**src/rtl/median_buf_wr.sv**
```systemverilog
// Sample-to-buffer write sequencer: turns sample strobes into addressed write
// pulses and flags the reader once the buffer is full (hold or auto-rearm mode).
module median_buf_wr #(
    parameter  int DATA_W     = 16,
    parameter  int DEPTH      = 8,
    parameter  int AUTO_REARM = 0,
    localparam int ADDR_W     = $clog2(DEPTH)
) (
    input  logic              clk_i,
    input  logic              rstn_i,
    input  logic [DATA_W-1:0] median_i,
    input  logic              control_i,
    input  logic              rd_done_i,
    output logic [DATA_W-1:0] wr_data,
    output logic [ADDR_W-1:0] addr,
    output logic              control_o,
    output logic              control_rd,
    output logic              ready_o,
    output logic [ADDR_W:0]   fill_o,
    output logic              ovf_o
);

    localparam logic [1:0] IDLE   = 2'd0;
    localparam logic [1:0] STROBE = 2'd1;
    localparam logic [1:0] COMMIT = 2'd2;
    localparam logic [1:0] FULL   = 2'd3;

    logic [1:0]        state_q, state_d;
    logic [DATA_W-1:0] wr_data_q, wr_data_d;
    logic [ADDR_W-1:0] addr_q, addr_d;
    logic [ADDR_W-1:0] wr_ptr_q, wr_ptr_d;
    logic [ADDR_W:0]   fill_q, fill_d;
    logic              control_o_q, control_o_d;
    logic              control_rd_q, control_rd_d;
    logic              ovf_q, ovf_d;
    logic              last_slot;

    assign last_slot = (wr_ptr_q == ADDR_W'(DEPTH - 1));

    always_comb begin
        state_d      = state_q;
        wr_data_d    = wr_data_q;
        addr_d       = addr_q;
        wr_ptr_d     = wr_ptr_q;
        fill_d       = fill_q;
        control_o_d  = 1'b0;
        control_rd_d = 1'b0;
        ovf_d        = ovf_q;
        case (state_q)
            IDLE: begin
                if (control_i) begin
                    wr_data_d = median_i;
                    state_d   = STROBE;
                end
            end
            STROBE: begin
                control_o_d = 1'b1;
                addr_d      = wr_ptr_q;
                state_d     = COMMIT;
            end
            COMMIT: begin
                fill_d   = fill_q + (ADDR_W + 1)'(1);
                wr_ptr_d = wr_ptr_q + ADDR_W'(1);
                state_d  = IDLE;
                if (last_slot) begin
                    control_rd_d = 1'b1;
                    if (AUTO_REARM != 0) begin
                        fill_d   = '0;
                        wr_ptr_d = '0;
                    end else begin
                        state_d = FULL;
                    end
                end
            end
            default: begin
                control_rd_d = 1'b1;
                if (rd_done_i) begin
                    control_rd_d = 1'b0;
                    fill_d       = '0;
                    ovf_d        = 1'b0;
                    wr_ptr_d     = '0;
                    state_d      = IDLE;
                end
            end
        endcase
        // A drop always wins over the re-arm clear of the overflow flag.
        if (control_i && (state_q != IDLE)) begin
            ovf_d = 1'b1;
        end
    end

    always_ff @(posedge clk_i or negedge rstn_i) begin
        if (!rstn_i) begin
            state_q      <= IDLE;
            wr_data_q    <= '0;
            addr_q       <= '0;
            wr_ptr_q     <= '0;
            fill_q       <= '0;
            control_o_q  <= 1'b0;
            control_rd_q <= 1'b0;
            ovf_q        <= 1'b0;
        end else begin
            state_q      <= state_d;
            wr_data_q    <= wr_data_d;
            addr_q       <= addr_d;
            wr_ptr_q     <= wr_ptr_d;
            fill_q       <= fill_d;
            control_o_q  <= control_o_d;
            control_rd_q <= control_rd_d;
            ovf_q        <= ovf_d;
        end
    end

    assign wr_data    = wr_data_q;
    assign addr       = addr_q;
    assign control_o  = control_o_q;
    assign control_rd = control_rd_q;
    assign ready_o    = (state_q == IDLE);
    assign fill_o     = fill_q;
    assign ovf_o      = ovf_q;

endmodule

```
**config.mk**
```make
export PLATFORM = sky130hd
export DESIGN_NAME = median_buf_wr
export DESIGN_NICKNAME = d
export VERILOG_FILES = /design/src/rtl/median_buf_wr.sv
export SDC_FILE = /design/constraint.sdc
export NUM_CORES = 1
export LEC_CHECK = 0
export ABC_CLOCK_PERIOD_IN_PS = 3400
export CAP_MARGIN = 20
export CORE_ASPECT_RATIO = 2
export CORE_MARGIN = 10
export CORE_UTILIZATION = 47
export DETAILED_ROUTE_END_ITERATION = 10
export PLACE_DENSITY = 0.83
export SLEW_MARGIN = 20
export SYNTH_ARGS = -nofsm -noshare
export SYNTH_HDL_FRONTEND = slang
export SYNTH_SLANG_ARGS = --single-unit
```
**constraint.sdc**
```tcl
create_clock -name clk_i -period 3.4 [get_ports clk_i]
set_input_delay 0.51 -clock clk_i [delete_from_list [all_inputs] [get_ports clk_i]]
set_output_delay 0.51 -clock clk_i [all_outputs]
set_load 0.01 [all_outputs]
```
==> metrics.md <==
| Metric | Value |
|---|---|
| Run status | finished, final reports clean |
| Complex-gate fraction of the synthesized area | between 4 and 5% |
| CTS tree | done |
| Clk buf depth | 2 |
| CTS sink count | 31 |
| Setup Fix Bufs, Post-CTS | 0 |
| First-pass GRT wire length | approximately 5300 um |
| Area growth syn-to-layout | 42.7% |
| Tmin final | 2.30 ns |
| Proportion of synthesized area in mux cells | around a quarter |
| Fraction of layout cells with a size suffix above 1 | a little under a quarter |
| Ant diodes | 0 |
| Post-Synth Adder-Cell Area | about 6.5% |
| Core Rows | 27 |
| Final Hold Fails | 0 |
| Hold path endpoint | ovf_o |
| Tcrit/Tclk final | 67.7% |
| Top Ports | 47 |
| Routability cong. | ~0.67 |
| Hold depth | 2 |
| DR pass1 iterations | 3 |
| Post-cts sizing count | 0 |
| Netlist cell types | 17 |
| Total track usage | between 10 and 15% |
| Mapped Nets | about 120 |
| Worst slew pin tran | approximately 0.5 ns |
| Largest family of logic cells by synthesized area | multiplexers |
| Die W | just under 60 um |
| Worst-skew pair later-pin latency | 0.28 ns |
| Drt drc | 0 |
| Die area | roughly 5500 um2 |
| Leak | about 0.90 nW |
| Worst Path Required | a little under 3 ns |
| Synth Cell Area | approximately 1300 um2 |
| Reg2reg start | state_q[0] |
| Final hold slack | about 0.49 ns |
| Crit Path Class | reg2out |
| H-tree depth | 2 |
| Final nets | approximately 170 |
| Sequential fraction of the synthesis area | about 58% |
| Post-detail-place hpwl | between 2000 and 3000 um |
| Antenna violations before repair | 0 |
| Hold_buf cts | 0 |
| Count of port buffers added during placement | 46 |
| Flop2flop setup slack | about 1.5 ns |
| PD cells | 896 nW/um2 |
| Syn Area/Cell | around 15 um2 |
| Total gr overflow | 0 |
| DRT antenna net count | 0 |
| Rel. slew slack | 65.6% |
| Worst R2R End | state_q[0] |
| Final WL | roughly 3200 um |
| VDD IR max | about 580 uV |
| Simple-Gate Fraction of Synth Area | just over 4% |
| Hold_sp | ovf_o |
| Initial core utilization | about 50% |
| Syn. warnings | 0 |
| Max-cap violations | 0 |
| Wire per inst | 18.6 um |
| Max-slew violations | 0 |
| CP Launch Type | register |
| Initial DRC Count | 11 |
| WP data arrival | 1.79 ns |
| Post-Syn Instances | 89 |
| DR vias/cell | ~5.3 |
| XOR/XNOR Fraction of Synth Area | 0% |
| Core area | ~2700 um2 |
| Worst Skew | 0.00592 ns |
| Final setup violation count | 0 |
| Worst hold path type | reg2reg |
| Fmax | 435 MHz |
| Die Ht | 95.6 um |
| Pin count of the biggest net entering global routing | 32 |
| Vias in the first global route | between 1000 and 1500 |
| DR vias | 907 |
| CP Max Fanout | 8 |
| RSZ-0062 raised after global routing | no |
| Clock slew at reported path FFs | roughly 0.060 ns |
| FF-to-FF path depth | 5 |
| Worst setup EP type | output pin |
| Clock root cell | clkbuf_8 |
| TNS Setup | 0 ns |
| Number of synthesized register bits | 31 |
| Num CTS Buffers | 5 |
## worst max-delay path, stage by stage, from the launching register on
cell             delay, ns
dfrtp_1               0.42
inv_1                 0.12
ha_1                  0.36
clkdlybuf4s50_1       0.61
## cell type report
class | count | area (um2)
sequential | 31 | 776
timing repair buffer | 47 | 468
inverter | 3 | 11.3
multi-input combinational | 54 | 546
clock inverter | 1 | 5.00
tap | 29 | 36.3
clock buffer | 7 | 76.3
fill | 204 | 818
## flip-flops by register name (all words and copies together), names as in the netlist
signal,flops
ovf_o,1
wr_data,16
control_rd,1
state_q,2
addr,3
wr_ptr_q,3
control_o,1
fill_o,4
## through the flow
stage	instance area, um2	setup slack (ns)	cells	utilization, %	total power, W
after floorplan	1340	1.82	89	-	0.00106
after global placement	1840	1.46	164	67.1	0.00143
after detailed placement	1840	1.39	164	67.1	0.00148
after CTS	1920	1.10	172	70.1	0.00175
after global routing	1920	0.998	172	70.1	0.00184
final	1920	1.10	172	70.1	0.00172
## worst max-delay path by stage
stage,startpoint,endpoint,slack [ns],cells past startpoint
finish,state_q[0],ready_o,1.10,3
floorplan,state_q[0],state_q[0],1.82,5
CTS,state_q[0],ready_o,1.10,3
global placement,state_q[0],ready_o,1.46,3
global route,state_q[0],ready_o,1.0,3
detailed placement,control_i,state_q[0],1.39,4
## per-layer routing
metal,vias up,track usage (%),share of wire [%]
met2,38,21.0,53
li1,422,-,-
met5,-,0,0
met1,440,11.7,36
met4,0,6.50,2.2
met3,7,5.86,8.6
## Yosys cell counts
library cell,n,area share (%)
mux2i_1,2,1.5
nor3_1,2,0.74
mux2_2,15,13
and2_1,1,0.47
nand2_1,3,0.84
nand3_1,1,0.37
o21ai_1,2,0.74
o21ai_0,1,0.37
ha_1,7,6.5
mux2_4,10,11
nand2_4,1,0.84
nor2_1,3,0.84
a22o_1,5,3.3
dfrtp_1,31,58
buf_6,1,0.84
inv_1,3,0.84
a21oi_1,1,0.37
## cells by family (layout without fill, tap and decap cells)
logic type / after synthesis / in the layout
muxes: 27 / 27
AOI/OAI and AO/OA: 9 / 9
DFF: 31 / 31
and+or+nand+nor: 11 / 11
adders and majority gates: 7 / 7
buffers and inverters: 4 / 58
## placed cells by master (no fill, tap or decap), drive strengths merged
cell type,synthesis,layout
clkdlybuf4s50,0,46
dfrtp,31,31
mux2,25,25
ha,7,7
clkbuf,0,7
a22o,5,5
nand2,4,4
inv,3,3
nor2,3,3
o21ai,3,3
mux2i,2,2
nor3,2,2
and2,1,1
a21oi,1,1
nand3,1,1
clkinv,0,1
buf,1,1
## report_power, final
group | switching, W | leakage [nW] | internal, W
combinational | 0.000337 | 0.473 | 0.000500
sequential | 0.0000944 | 0.385 | 0.000525
clock | 0.000119 | 0.0422 | 0.000143
total | 0.000550 | 0.900 | 0.00117
No activity file was read; power rests on OpenSTA's default activity.
